`config.mk`:
```
export PLATFORM = sky130hd
export DESIGN_NAME = seg14_scan_decoder
export DESIGN_NICKNAME = d
export VERILOG_FILES = /design/src/rtl/seg14_pkg.sv /design/src/rtl/seg14_glyph_decode.sv /design/src/rtl/seg14_scan_decoder.sv
export SDC_FILE = /design/constraint.sdc
export NUM_CORES = 1
export LEC_CHECK = 0
export CAP_MARGIN = 20
export CORE_MARGIN = 5
export CORE_UTILIZATION = 60
export CTS_CLUSTER_SIZE = 8
export DETAILED_ROUTE_END_ITERATION = 8
export HOLD_SLACK_MARGIN = 0.12
export PLACE_DENSITY = 0.81
export SETUP_SLACK_MARGIN = 0.05
export SLEW_MARGIN = 20
export SYNTH_ARGS = -nofsm -noshare
export SYNTH_HDL_FRONTEND = slang
export SYNTH_HIERARCHICAL = 1
export SYNTH_SLANG_ARGS = --single-unit
export TNS_END_PERCENT = 50
```
`constraint.sdc`:
```
create_clock -name clk -period 3.11 [get_ports clk]
set_input_delay 0.311 -clock clk [delete_from_list [all_inputs] [get_ports clk]]
set_output_delay 0.311 -clock clk [all_outputs]
set_load 0.01 [all_outputs]
```
`src/rtl/seg14_pkg.sv`:
```
// Shared constants for the 14-segment scan decoder: glyph font, code values,
// digit count and FSM state type.
package seg14_pkg;

  localparam int unsigned NUM_DIGITS = 12;
  localparam int unsigned NUM_GLYPHS = 36;
  localparam logic [5:0]  CODE_BLANK = 6'd36;
  localparam logic [5:0]  CODE_UNK   = 6'd63;

  // Segment order per entry: a b c d e f | g1 g2 | h i j k l m (bit 13 = a).
  // Entry index is the character code: 0..9 digits, 10..35 letters A..Z.
  localparam logic [13:0] GLYPH [NUM_GLYPHS] = '{
    14'b111111_00_001001, 14'b011000_00_001000, 14'b110110_11_000000,
    14'b111100_01_000000, 14'b011001_11_000000, 14'b100101_10_000100,
    14'b101111_11_000000, 14'b100000_00_001010, 14'b111111_11_000000,
    14'b111101_11_000000, 14'b111011_11_000000, 14'b111100_01_010010,
    14'b100111_00_000000, 14'b111100_00_010010, 14'b100111_10_000000,
    14'b100011_10_000000, 14'b101111_01_000000, 14'b011011_11_000000,
    14'b100100_00_010010, 14'b011110_00_000000, 14'b000011_10_001100,
    14'b000111_00_000000, 14'b011011_00_101000, 14'b011011_00_100100,
    14'b111111_00_000000, 14'b110011_11_000000, 14'b111111_00_000100,
    14'b110011_11_000100, 14'b101101_11_000000, 14'b100000_00_010010,
    14'b011111_00_000000, 14'b000011_00_001001, 14'b011011_00_000101,
    14'b000000_00_101101, 14'b000000_00_101010, 14'b100100_00_001001
  };

  typedef enum logic {SYNC, CAPTURE} state_t;

  function automatic logic [3:0] onehot_idx(input logic [NUM_DIGITS-1:0] s);
    onehot_idx = '0;
    for (int unsigned i = 0; i < NUM_DIGITS; i++)
      if (s[i]) onehot_idx = 4'(i);
  endfunction

endpackage

```
`src/rtl/seg14_glyph_decode.sv`:
```
// Combinational full-pattern match of a 14-segment glyph to a 6-bit character code.
module seg14_glyph_decode
  import seg14_pkg::*;
(
  input  logic [13:0] pattern,
  output logic [5:0]  code
);

  always_comb begin
    code = CODE_UNK;
    if (pattern == '0) code = CODE_BLANK;
    for (int unsigned i = 0; i < NUM_GLYPHS; i++)
      if (pattern == GLYPH[i]) code = 6'(i);
  end

endmodule

```
`src/rtl/seg14_scan_decoder.sv`:
```
// Decodes a 12-digit multiplexed 14-segment scan bus into a frame buffer of codes.
// Define SEG14_ERRCNT_EN to add the saturating err_count output.
module seg14_scan_decoder
  import seg14_pkg::*;
(
  input  logic        clk,
  input  logic        rst_n,
  input  logic [11:0] sel,
  input  logic [13:0] segm,
  input  logic [3:0]  rd_addr,
  output logic [5:0]  rd_data,
  output logic        frame_done,
  output logic        frame_unk,
  output logic        seq_err,
  output logic [7:0]  frame_count
`ifdef SEG14_ERRCNT_EN
  ,
  output logic [7:0]  err_count
`endif
);

  logic [11:0] sel_q, last_sel;
  logic [13:0] segm_q;
  state_t      state, state_n;
  logic [3:0]  idx, idx_n, hot;
  logic [5:0]  code;
  logic [5:0]  shadow  [NUM_DIGITS];
  logic [5:0]  visible [NUM_DIGITS];
  logic        store, commit, err, unk;

  seg14_glyph_decode u_dec (.pattern(segm_q), .code(code));

  assign hot = onehot_idx(sel_q);

  always_comb begin
    state_n = state;
    idx_n   = idx;
    store   = 1'b0;
    commit  = 1'b0;
    err     = 1'b0;
    if (sel_q != '0 && sel_q != last_sel) begin
      if ((sel_q & (sel_q - 12'd1)) != '0) begin
        err     = 1'b1;
        state_n = SYNC;
        idx_n   = '0;
      end else if (state == SYNC) begin
        if (hot == 4'd0) begin
          store   = 1'b1;
          idx_n   = 4'd1;
          state_n = CAPTURE;
        end
      end else if (hot == idx) begin
        store = 1'b1;
        if (idx == 4'(NUM_DIGITS - 1)) begin
          commit = 1'b1;
          idx_n  = '0;
        end else begin
          idx_n = idx + 4'd1;
        end
      end else begin
        // Out-of-order digit; a digit-0 sample doubles as the start of a new frame.
        err = 1'b1;
        if (hot == 4'd0) begin
          store = 1'b1;
          idx_n = 4'd1;
        end else begin
          state_n = SYNC;
          idx_n   = '0;
        end
      end
    end
  end

  always_comb begin
    unk = (code == CODE_UNK);
    for (int unsigned i = 0; i < NUM_DIGITS - 1; i++)
      if (shadow[i] == CODE_UNK) unk = 1'b1;
  end

  always_ff @(posedge clk or negedge rst_n) begin
    if (!rst_n) begin
      state <= SYNC;
      idx   <= '0;
    end else begin
      state <= state_n;
      idx   <= idx_n;
    end
  end

  always_ff @(posedge clk or negedge rst_n) begin
    if (!rst_n) begin
      sel_q       <= '0;
      segm_q      <= '0;
      last_sel    <= '0;
      frame_done  <= 1'b0;
      seq_err     <= 1'b0;
      frame_unk   <= 1'b0;
      frame_count <= '0;
      for (int unsigned i = 0; i < NUM_DIGITS; i++) begin
        shadow[i]  <= CODE_BLANK;
        visible[i] <= CODE_BLANK;
      end
    end else begin
      sel_q      <= sel;
      segm_q     <= segm;
      if (sel_q != '0) last_sel <= sel_q;
      frame_done <= commit;
      seq_err    <= err;
      if (store) shadow[hot] <= code;
      if (commit) begin
        for (int unsigned i = 0; i < NUM_DIGITS - 1; i++)
          visible[i] <= shadow[i];
        visible[NUM_DIGITS-1] <= code;
        frame_unk   <= unk;
        frame_count <= frame_count + 8'd1;
      end
    end
  end

`ifdef SEG14_ERRCNT_EN
  always_ff @(posedge clk or negedge rst_n) begin
    if (!rst_n)
      err_count <= '0;
    else if (err && err_count != 8'hFF)
      err_count <= err_count + 8'd1;
  end
`endif

  always_comb begin
    rd_data = CODE_UNK;
    if (rd_addr < 4'(NUM_DIGITS)) rd_data = visible[rd_addr];
  end

endmodule

```
* Yosys cells after proc, flatten, opt, wreduce, memory -nomap -nowiden
Cells that the tools add are included.
** Storage, ports and cells
- Register bits :: 198
- Bits of input ports :: 32
- Output and inout port bits :: 17
- Word-level logic and storage cells :: 188
** Cells by class
- Reductions and logical operators :: 8
- Add/sub/neg operators :: 3
- Magnitude comparators :: 4
- Bitwise operators :: 3
- Mux-type cells :: 86
- Eq/ne operators :: 51
** Operator list (count)
- 14-bit == test, second input constant :: 23
- 6-bit two-way mux :: 40
- 14-bit by 13-bit == test with 1-bit output, second input constant :: 8
- 72-bit bitwise mux :: 1
- 6-bit == test, second input constant :: 12
- 4-bit two-way mux :: 13
- 14-bit by 10-bit == test with 1-bit output, second input constant :: 2
- 14-bit by 6-bit == test with 1-bit output, second input constant :: 2
- 1-bit two-way mux :: 27
- 6-bit binary-select mux with 4-bit select :: 1
- 6-bit demux with 4-bit select :: 1
- 12-bit nonzero test :: 2
- 14-bit by 11-bit == test with 1-bit output, second input constant :: 1
- 14-bit logical NOT :: 1
- 12-bit bitwise AND :: 1
- 12-bit != test :: 1
- 12-bit by 1-bit subtractor with 12-bit output, second input constant :: 1
- 5-bit greater-or-equal comparator, second input constant :: 2
- 4-bit NOT with 5-bit output :: 2
- 8-bit by 1-bit adder with 8-bit output, second input constant :: 1
- 5-bit by 1-bit less-than comparator with 1-bit output, second input constant :: 1
- 5-bit two-way mux :: 1
- 4-bit by 1-bit adder with 4-bit output, second input constant :: 1
- 4-bit == test :: 1
- other kinds (7) :: 9

* Depth between registers and ports, before layout
Gate-level depths: netlist (run 1).
- Depth in word-level cells :: 50
- Depth in mapped cells :: 11
- Depth with buffers taken out :: 10

* Hierarchy
Netlist (run 1), hierarchy kept.
** Modules (own cells, without submodules)
- seg14_scan_decoder :: times used 1, cells an instance 579, seq. area each 4862.2 um^2, area each 8358.0 um^2
- seg14_glyph_decode :: times used 1, cells an instance 148, seq. area each 0.0 um^2, area each 1027.2 um^2

* Worst setup path before layout (run 1)
OpenSTA, ideal clock, no wires.
- Kind :: register to register
- Start point :: register sel_q[6]
- End point :: register shadow[10] in the netlist's numbering
- Clock period less this slack :: 2744 ps
- Data arrival time :: 2619 ps
- Required time :: 2985 ps
- Path slack :: 366 ps
- Setup time :: 125 ps
- Buffers on the path :: 2
- Stages on the path, launching flop included :: 10
- Cells stage by stage :: dfrtp_1 > buf_6 > or2_4 > a2111o_1 > a21oi_2 > nand3_2 > buf_6 > or3_4 > nor3b_4 > mux2_4
** On the way
- Cells in the longest elaborated chain, start to end :: 12
- Elaborated cells on any way between the ends :: 26
- Classes of those cells :: add/sub: 1; order compare: 2; eq/ne: 2; mux: 14; bitwise: 2; reduce/logical: 5
** Ends and longest elaborated chain
- start: declaration :: RTL line seg14_scan_decoder.sv:22 : logic [11:0] sel_q, last_sel;
- start signal: assignment :: RTL line seg14_scan_decoder.sv:104 : sel_q <= sel;
- 4-bit two-way mux (6 in series) :: RTL line seg14_pkg.sv:32 : if (s[i]) onehot_idx = 4'(i);
- 4-bit NOT with 5-bit output (not written as such) / 4-bit logical NOT (equally long branches) :: RTL line seg14_scan_decoder.sv:109, seg14_scan_decoder.sv:47, seg14_scan_decoder.sv:63
- 5-bit greater-or-equal comparator (not written as such), or another cell as far along :: RTL line seg14_scan_decoder.sv:109 : if (store) shadow[hot] <= code;
- 1-bit logical AND (not written as such) / 1-bit two-way mux (equally long branches) :: RTL line seg14_scan_decoder.sv:109, seg14_scan_decoder.sv:52
- 6-bit two-way mux (not written as such) / 1-bit two-way mux (equally long branches) :: RTL line seg14_scan_decoder.sv:109, seg14_scan_decoder.sv:46
- 6-bit demux with 4-bit select / 1-bit two-way mux (equally long branches) :: RTL line seg14_scan_decoder.sv:109, seg14_scan_decoder.sv:42
- 72-bit bitwise mux / 1-bit two-way mux (equally long branches) :: RTL line seg14_scan_decoder.sv:109, seg14_scan_decoder.sv:41
- end signal: indexed assignment :: RTL line seg14_scan_decoder.sv:109
- end: declaration :: RTL line seg14_scan_decoder.sv:27 : logic [5:0] shadow [NUM_DIGITS];
Parallel ways exist; a longest one is shown, timed or not.
A chain may end at the register's enable or synchronous reset.

* Final worst setup path (run 1)
- Start point :: register sel_q[4]
- End point :: register shadow[13] in the netlist's numbering
** On the way
- Cells in the longest elaborated chain, start to end :: 14
- Elaborated cells on any way between the ends :: 28
- Classes of those cells :: add/sub: 1; order compare: 2; eq/ne: 2; mux: 16; bitwise: 2; reduce/logical: 5
** Ends and longest elaborated chain (RTL line)
- 4-bit two-way mux (8 in series) :: seg14_pkg.sv:32
- 4-bit NOT with 5-bit output (not written as such) / 4-bit logical NOT (equally long branches) :: seg14_scan_decoder.sv:109, seg14_scan_decoder.sv:47, seg14_scan_decoder.sv:63
- 5-bit greater-or-equal comparator (not written as such), or another cell as far along :: seg14_scan_decoder.sv:109
- 1-bit logical AND (not written as such) / 1-bit two-way mux (equally long branches) :: seg14_scan_decoder.sv:109, seg14_scan_decoder.sv:52
- 6-bit two-way mux (not written as such) / 1-bit two-way mux (equally long branches) :: seg14_scan_decoder.sv:109, seg14_scan_decoder.sv:46
- 6-bit demux with 4-bit select / 1-bit two-way mux (equally long branches) :: seg14_scan_decoder.sv:109, seg14_scan_decoder.sv:42
- 72-bit bitwise mux / 1-bit two-way mux (equally long branches) :: seg14_scan_decoder.sv:109, seg14_scan_decoder.sv:41
Parallel ways exist; a longest one is shown, timed or not.

==> metrics.yaml, run 1 <==
status: "finished, final reports clean"
ant_nets: 0
start_util_pct: 61.5
cts_tree: "done"
drtIter0Drc: 673
fin_total_pwr_mw: 4.99
drive_above_1_share_pct: 39.1
io_buffers: 48
max_freq_mhz: 334
period_minus_slack_ns: 2.99
synthCells: 727
worst_pin_slew_ns: 0.665
setup_slack_ns: 0.119
ys_ff_latch: 192
postSynthAreaPerCell_um2: 12.9
area_growth_pct: 16.8
yosys_warnings: 6
clkTransAtPathRegs_ns: 0.07
fin_skew_ns: 0.0118
dieArea_um2: 18200
core.rowCount: 45
end_kind: "register"
fp.dieW_um: 135
grt_setup_unrepaired: "true"
clockBufferDepth: 2
hold_violations: 0
core_um2: 15300
nNetsFinal: 819
cp.arrival_ns: 3.31
cts.sinks: 192
fin_area_um2: 11000
grt_usage_pct: 25.5
overflow: 0
finalSetupViolCount: 0
wl_per_cell_um: 22.6
synthArstFlopShare_pct: 100
fillers: 991
vias: 6546
synth_fp_nets: 761
worstPathRequired_ns: 3.43
synth_cell_types: 75
synthFlopType: "dfrtp_1"
drc: 0
hp-class: "in -> reg"
cts_buffers: 17
htree_num_levels: 4
dp_hpwl_um: 15600
synth_area_um2: 9390
power_density_nw_per_um2: 456
start_kind: "register"
antennaDiodeCount: 0
avgViaCountPerCell: 6.49
ys_seq_area_share_pct: 51.8
grt_pass1_vias: 6663
worstSetupPathType: "reg -> reg"
die_height_um: 135
post-route-period-util_pct: 96.2
pre_cts_ws_ns: 0.0353
antenna_found_initial: 0
dpl_cell_area_um2: 10200
path_max_fanout: 8
max-vdd-ir-drop_mv: 0.419
ios: 49
final_util_pct: 71.8
maxSlewViolCount: 0
grt_max_degree: 84
power.leakage_nw: 4.73
synth_edf_count: 0
place.gp.congestion: 0.962
routed_wl_um: 22800
max_slew_margin_pct: 55.5
cts_root_buf: "clkbuf_16"
grt_first_pass_wirelength_um: 36200
worstSkewPairLatency_ns: 0.44
m1WireLength_um: 9600
drt_first_pass_iters: 7
cap_violations: 0
dr_wl_met2_um: 11400
dr_wl_met3_um: 1290
topRoutingLayerUsed: "met4"
-- critical path, stage by stage, from the launching register on --
cell and delay, ns:
dfrtp_2 0.47, nor2b_1 0.21, a211oi_1 0.08, buf_4 0.16
o41ai_4 0.54, xnor2_4 0.20, or3_4 0.47, nor3_4 0.34
mux2_2 0.39
-- where the power goes --
group | switching (mW) | internal (mW) | leakage [nW] | total [mW]
registers | 0.0522 | 2.52 | 2.42 | 2.58
clock network | 1.06 | 1.09 | 0.288 | 2.14
logic | 0.156 | 0.122 | 2.02 | 0.277
-- layout make-up --
| type | instances | area (um2) | area share (%) |
|---|---|---|---|
| inverters | 6 | 22.5 | 0.206 |
| clock buffers | 18 | 429 | 3.92 |
| well taps | 211 | 264 | 2.41 |
| multi-input cells | 480 | 4360 | 39.8 |
| clock inverters | 14 | 160 | 1.46 |
| repair buffers | 88 | 852 | 7.77 |
| flip-flops and latches | 192 | 4870 | 44.4 |
-- through the flow --
| stage | TNS [ns] | instances | hold WS (ns) |
|---|---|---|---|
| final | 0 | 1009 | 0.304 |
| after global routing | -0.0550 | 1009 | 0.292 |
| after CTS | 0 | 1005 | 0.293 |
| after detailed placement | 0 | 972 | 0.368 |
| after global placement | 0 | 972 | 0.358 |
| after floorplan | 0 | 727 | 0.0154 |
-- logic make-up (layout without fill, tap and decap cells) --
family | count (synthesis) | in the layout | share of synthesized area, %
AOI/OAI and AO/OA | 90 | 90 | 7.03
xor gates and xnor gates | 22 | 22 | 2.05
adders and majority gates | 2 | 2 | 0.267
buffers and inverters | 55 | 126 | 3.04
DFF | 192 | 192 | 51.8
muxes | 160 | 160 | 21.5
and+or+nand+nor | 206 | 206 | 14.3
-- routing by layer --
metal,global-route usage (%),vias to the layer above
met5,0,-
met4,7.67,0
met3,5.03,52
met1,34.8,3363
met2,41.9,287
li1,-,2844
-- layout by cell type, fill, tap and decap left out, drive strengths merged, types with 5 or more instances in the layout --
cell type and instances:
o21ai 28, nand3 20, mux4 18, and2 6, clkinv 5, nand2 31, o22ai 6, a22o 8
xor2 14, mux2 133, nand3b 7, dfrtp 146, nor4b 10, nor3 19, and4 6, dfstp 46
clkbuf 19, mux2i 9, nand4 31, and3 9, a21o 11, clkdlybuf4s50 47, nor2b 7, nor2 18
xnor2 8, a21oi 9, or4 5, buf 39, inv 15, nor4 16
-- timing repair --
action | 4_1_cts | 5_1_grt
endpoints found under the setup margin | 12 | 132
gates resized for setup | 2 | 25
gates cloned | 0 | 1
endpoints found under the hold margin | 61 | 0
setup buffers | 0 | 3
pin swaps | 1 | 4
hold buffers | 1 | 0
-- synthesized netlist by cell type, types with 7 or more instances --
| cell | number | share of area [%] |
|---|---|---|
| dfrtp_1 | 146 | 39 |
| mux2_2 | 127 | 15 |
| dfstp_2 | 46 | 13 |
| nand4_1 | 31 | 2.1 |
| nand2_1 | 29 | 1.2 |
| buf_2 | 27 | 1.4 |
| o21ai_0 | 27 | 1.4 |
| nand3_1 | 19 | 1.0 |
| mux4_2 | 18 | 4.3 |
| nor2_1 | 18 | 0.72 |
| nor3_1 | 18 | 0.96 |
| clkbuf_1 | 15 | 0.60 |
| xor2_1 | 14 | 1.3 |
| a21o_1 | 11 | 0.88 |
| and3_1 | 9 | 0.60 |
| mux2i_1 | 9 | 0.96 |
| nor4_1 | 9 | 0.60 |
| nor4b_1 | 9 | 0.84 |
| a21oi_1 | 8 | 0.43 |
| a22o_1 | 8 | 0.75 |
| xnor2_1 | 8 | 0.75 |
| nand3b_1 | 7 | 0.56 |
| nor2b_1 | 7 | 0.47 |
-- worst paths after layout --
path | slack (ns) | start | cells past startpoint | end
min in group asynchronous | 0.46 | rst_n | 2 | sel_q[7]$_DFF_PN0_
worst min register to register | 0.48 | frame_count[7]$_DFFE_PN0P_ | 1 | frame_count[7]$_DFFE_PN0P_
worst max register to register | 0.12 | sel_q[4]$_DFF_PN0_ | 8 | shadow[13]$_DFFE_PN0P_
worst max-delay path | 0.12 | sel_q[4]$_DFF_PN0_ | 8 | shadow[13]$_DFFE_PN0P_
max in group asynchronous | 1.82 | rst_n | 3 | shadow[35]$_DFFE_PN1P_
worst min-delay path | 0.30 | segm[1] | 1 | segm_q[1]$_DFF_PN0_
-- sequential cells by signal, summed over array words and instances (netlist names) --
name,count
frame_count,8
frame_done,1
frame_unk,1
idx,4
last_sel,12
segm_q,14
sel_q,12
seq_err,1
shadow,66
state,1
visible,72
Note: power is estimated with default switching activity, not from simulation.
==> inputs of run 2 (changes only) <==
--- a/config.mk
+++ b/config.mk
@@ -5,10 +5,10 @@
 export SDC_FILE = /design/constraint.sdc
 export NUM_CORES = 1
 export LEC_CHECK = 0
-export CAP_MARGIN = 20
+export CAP_MARGIN = 0
 export CORE_MARGIN = 5
 export CORE_UTILIZATION = 60
-export CTS_CLUSTER_SIZE = 8
+export CTS_CLUSTER_SIZE = 12
 export DETAILED_ROUTE_END_ITERATION = 8
 export HOLD_SLACK_MARGIN = 0.12
 export PLACE_DENSITY = 0.81
==> results of run 2 <==
The final DEF is identical to that of run 1; final timing and power are the same.
==> RTL change 1: new RTL, flow settings as in run 1 <==
Register the input `sel` before use, with the module's reset. The logic sees it one clock later. The other inputs are not delayed to match.
--- a/src/rtl/seg14_scan_decoder.sv
+++ b/src/rtl/seg14_scan_decoder.sv
@@ -18,6 +18,16 @@
   output logic [7:0]  err_count
 `endif
 );
+
+  logic [11:0] sel_r;
+
+  always_ff @(posedge clk or negedge rst_n) begin
+    if (!rst_n) begin
+      sel_r <= '0;
+    end else begin
+      sel_r <= sel;
+    end
+  end
 
   logic [11:0] sel_q, last_sel;
   logic [13:0] segm_q;
@@ -101,7 +111,7 @@
         visible[i] <= CODE_BLANK;
       end
     end else begin
-      sel_q      <= sel;
+      sel_q      <= sel_r;
       segm_q     <= segm;
       if (sel_q != '0) last_sel <= sel_q;
       frame_done <= commit;
Formal check against the unedited RTL: not equivalent (Yosys sat finds a counterexample within 4 cycles, from zero or initial values and one cycle with rst_n low).
==> RTL change 1 against run 1 <==
- count of clock-buffer cells in the layout grew 34
- routed wire length decreased by 1.1%
- sequential cell count up 12
- final area is 4.7% higher
- total power is 17% higher
- critical path depth unchanged
- largest power group is now clock
- worst setup slack gained 0.0061 ns
- non-clock buffer count increased by 2
- clock skew is 0.0061 ns higher
- area after synthesis grew 3.4%
==> RTL change 1: results (changes against run 1) <==
status=complete, no violations; Worst Max-Slew Pin Slew=0.733 ns (+0.0676 ns); syn_nets=932 (+22%); largest registers=visible (72), shadow (66), segm_q (14); Final Net Count=1002 (+22%); met3 WL post-DR=1350 um (+4.3%); R2R Path End=visible[3]; filler-free cell count of the finished design=1207 (+20%); Overall Global Routing Usage=25.2% (-0.32 points); register area share after synthesis=53.2% (+1.4 points); Port Buffers=48 (unchanged); Async S/R FF share, synth=100% (unchanged); H-Tree Depth=1 (-3); WL met2=11000 um (-4.0%); crit path max fanout=76 (+68); Crit Path Class=reg -> reg; final setup margin=0.125 ns (+0.00607 ns); Via Count=7201 (+10%); Area after DPL=10600 um2 (+4.0%); top cells by count, synth=nand2_1 (262), dfrtp_1 (158), mux2_2 (60); Static Leakage=5.34 nW (+13%); largest vdd supply drop=495 uV (+18%); Clock transition at path regs=0.05 ns (-0.02 ns); routability congestion estimate=0.932 (-3.1%); Worst path max stage delay=0.66 ns (+0.12 ns); later-pin clock latency in the skew report=0.54 ns (+0.10 ns); crit path from=sel_q[10]; placed cell count=1148 (+18%); slowest stage cell on the critical path=or4_2; synthesized instance count=898 (+24%); dominant cells by area after synthesis=dfrtp_1 (41%), dfstp_2 (12%), nand2_1 (10%), mux2_2 (7.0%), mux4_2 (4.2%); GRT met3 Usage=4.02% (-1.0 points); initial detailed-routing violation count=504 (-25%); share of layout cells above drive strength 1=23.3% (-16 points); Yosys cell types=76 (+1.3%); largest net degree at the start of global routing=88 (+4.8%); post-place setup slack=-0.0511 ns (-0.0863 ns); WL met1=9410 um (-2.0%); HPWL Detailed=15000 um (-4.2%); M2 GR Usage=41.7% (-0.22 points); clk buf depth=3 (+1); crit-path leading delay family=simple AND/OR/NAND/NOR gates; worst min path class=in -> reg; drt pass-1 iters=5 (-2); first-pass GRT wire length=37500 um (+3.7%); worst hold margin=0.206 ns (-0.0983 ns); DR WL/cell=18.7 um (-17%); Num CTS Buffers=29 (+12); skew final=0.0179 ns (+0.00610 ns); met1 Use GR=33.6% (-1.2 points); arrival time of the worst setup path=3.40 ns (+0.09 ns); vias in the first global route=7272 (+9.1%)
## RTL change 1: changes by cell type in the layout (fill, tap and decap cells not counted), moves of 5 or more
cell,delta
nor2_1,+9
nand4_1,-11
mux2_4,-6
nor4b_1,-6
dfrtp_1,+16
mux2_2,-67
inv_6,-5
nand2_1,+233
clkbuf_16,+11
clkbuf_1,+22
## RTL change 1: area by class of cell
class / instances / area, um2
well taps: 216 / 270
clock buffers: 52 / 812
repair buffers: 90 / 875
fillers: 1134 / 4410
multi-input cells: 637 / 4310
flip-flops and latches: 204 / 5160
clock inverters: 2 / 25.0
inverters: 6 / 22.5
## RTL change 1: what timing repair did
action	4_1_cts	5_1_grt
pin swaps	0	3
buffers inserted	0	3
hold buffers	1	0
endpoints found under the setup margin	7	87
gates resized for setup	1	2
endpoints found under the hold margin	66	0
## RTL change 1: worst min-delay path by stage
stage          startpoint             end
3_5_place_dp     sel_r[7]        sel_q[7]
3_3_place_gp     sel_r[3]        sel_q[3]
4_1_cts            sel[3]        sel_r[3]
6_report           sel[3]        sel_r[3]
2_1_floorplan       rst_n  frame_count[0]
5_1_grt           sel[10]       sel_r[10]
## RTL change 1: logic make-up after synthesis
logic type | Yosys count | share of synthesized area [%]
DFF | 204 | 53.2
xor gates and xnor gates | 22 | 1.99
muxes | 85 | 11.9
AOI/OAI and AO/OA | 84 | 6.25
and+or+nand+nor | 441 | 23.3
buffers and inverters | 57 | 2.84
adders and majority gates | 5 | 0.580
## RTL change 1: power by group
group	internal [mW]	total (mW)	leakage, nW	switching [mW]
Combinational	0.121	0.270	2.38	0.149
Sequential	2.70	2.74	2.56	0.0483
Clock	1.75	2.83	0.398	1.09
Total	4.56	5.85	5.34	1.29
==> RTL change 2: new RTL, flow settings as in run 1 <==
Made on the original files. The option `SEG14_ERRCNT_EN` is turned on by a define.
--- a/src/rtl/seg14_scan_decoder.sv
+++ b/src/rtl/seg14_scan_decoder.sv
@@ -1,5 +1,7 @@
 // Decodes a 12-digit multiplexed 14-segment scan bus into a frame buffer of codes.
 // Define SEG14_ERRCNT_EN to add the saturating err_count output.
+`define SEG14_ERRCNT_EN
+
 module seg14_scan_decoder
   import seg14_pkg::*;
 (
Formal check against the unedited RTL (old outputs only; new: err_count): same outputs for any inputs over 4 cycles, from zero or initial values and one cycle with rst_n low; that may be too few to reach the edited logic, so the function may still have changed.
==> RTL change 2 against run 1 <==
- total power rose by 8.1%
- final area rose by 4.6%
- routed wire length rose by 5.5%
- sequential cell count rose by 8
- area after synthesis rose by 3.7%
- worst setup slack improved by 0.0020 ns
- non-clock buffer count rose by 24
- synthesized cell count rose by 4.8%
- critical path type unchanged
- critical endpoint is now visible[46]
- largest power group unchanged
==> RTL change 2: results (changes against run 1) <==
Port Buffers=56 (+17%); routed vias/inst=6.33 (-2.4%); HPWL Detailed=16700 um (+7.0%); initial detailed-routing violation count=602 (-11%); M2 GR Usage=44.4% (+2.5 points); Slew headroom=45.5% (-10 points); status=complete, no violations; r2r startpoint=sel_q[3]; HP Start=sel[4]; Final Net Count=883 (+7.8%); register area share after synthesis=52.0% (+0.20 points); routability congestion estimate=0.929 (-3.4%); placed cell count=1031 (+6.1%); WL met1=10100 um (+5.0%); WL final=24100 um (+5.5%); H-Tree Depth=4 (unchanged); largest net degree at the start of global routing=94 (+12%); largest vdd supply drop=404 uV (-3.7%); dominant cells by area after synthesis=dfrtp_1 (40%), mux2_2 (16%), dfstp_2 (12%), mux4_2 (4.2%), nand4_1 (2.1%); Overall Global Routing Usage=26.8% (+1.3 points); Area after DPL=10700 um2 (+5.2%); Yosys cell types=73 (-2.7%); drt pass-1 iters=5 (-2); WL met2=12200 um (+6.5%); synthesized instance count=762 (+4.8%); met1 Use GR=35.9% (+1.0 points); vias in the first global route=7034 (+5.6%); Num CTS Buffers=17 (unchanged); top cells by count, synth=dfrtp_1 (154), mux2_2 (137), dfstp_2 (46); GRT met3 Usage=5.04% (+0.010 points); Via Count=6821 (+4.2%); syn_nets=797 (+4.7%); met3 WL post-DR=1220 um (-5.3%); post-place setup slack=-0.141 ns (-0.176 ns); Static Leakage=5.15 nW (+9.0%); share of layout cells above drive strength 1=37.6% (-1.5 points); arrival time of the worst setup path=3.29 ns (-0.02 ns); first-pass GRT wire length=38600 um (+6.9%); skew final=0.0112 ns (-0.000573 ns); crit path max fanout=31 (+23)
[RTL change 2: cell count changes in the layout (fill, tap and decap cells not counted), sizes merged, moves of 6 or more]
cell,delta
clkinvlp,+6
dfrtp,+8
buf,+15
mux2,+8
xnor2,+7
nor2,+7
and3,+7
a22o,-7
clkdlybuf4s50,+8
[RTL change 2: layout make-up]
class,count,area [um2]
multi-input cells,508,4440
flip-flops and latches,200,5060
inverters,9,33.8
repair buffers,112,1080
clock buffers,20,457
well taps,216,270
clock inverters,12,118
fillers,1073,4420
[RTL change 2: repair_timing]
item	CTS	global route
setup buffers	6	6
hold buffers	1	0
gates resized for setup	3	6
pin swaps	4	3
hold endpoints to repair	73	0
setup endpoints to repair	114	135
gates cloned	0	1
[RTL change 2: cells by family after synthesis]
kind of cell,count (synthesis),synth area share (%)
xor+xnor,28,2.52
flops,200,52.0
simple gates,226,14.9
mux,168,21.4
compound gates,82,5.73
fa+ha+maj,4,0.488
buf+inv,54,2.92
[RTL change 2: worst paths after layout]
kind	endpoint	slack (ns)	cells after the start
min in group asynchronous	visible[63]	0.52	2
worst max-delay path	visible[46]	0.12	9
worst max register to register	visible[46]	0.12	9
worst min register to register	frame_count[7]	0.48	1
worst min-delay path	sel_q[4]	0.31	1
max in group asynchronous	visible[50]	1.64	3
[RTL change 2: critical path, cell delays in order (launching register included)]
cell and delay, ns:
dfrtp_1 0.41, or4_4 0.58, a211o_1 0.31, a211oi_2 0.25, o21ai_2 0.12, nor4_4 0.26, buf_4 0.20, nand2_2 0.15
buf_12 0.24, mux2_1 0.33
[RTL change 2: report_power, final]
part / switching (mW) / internal [mW]
Sequential: 0.0929 / 2.68
Combinational: 0.244 / 0.260
Clock: 0.971 / 1.16
Total: 1.31 / 4.09
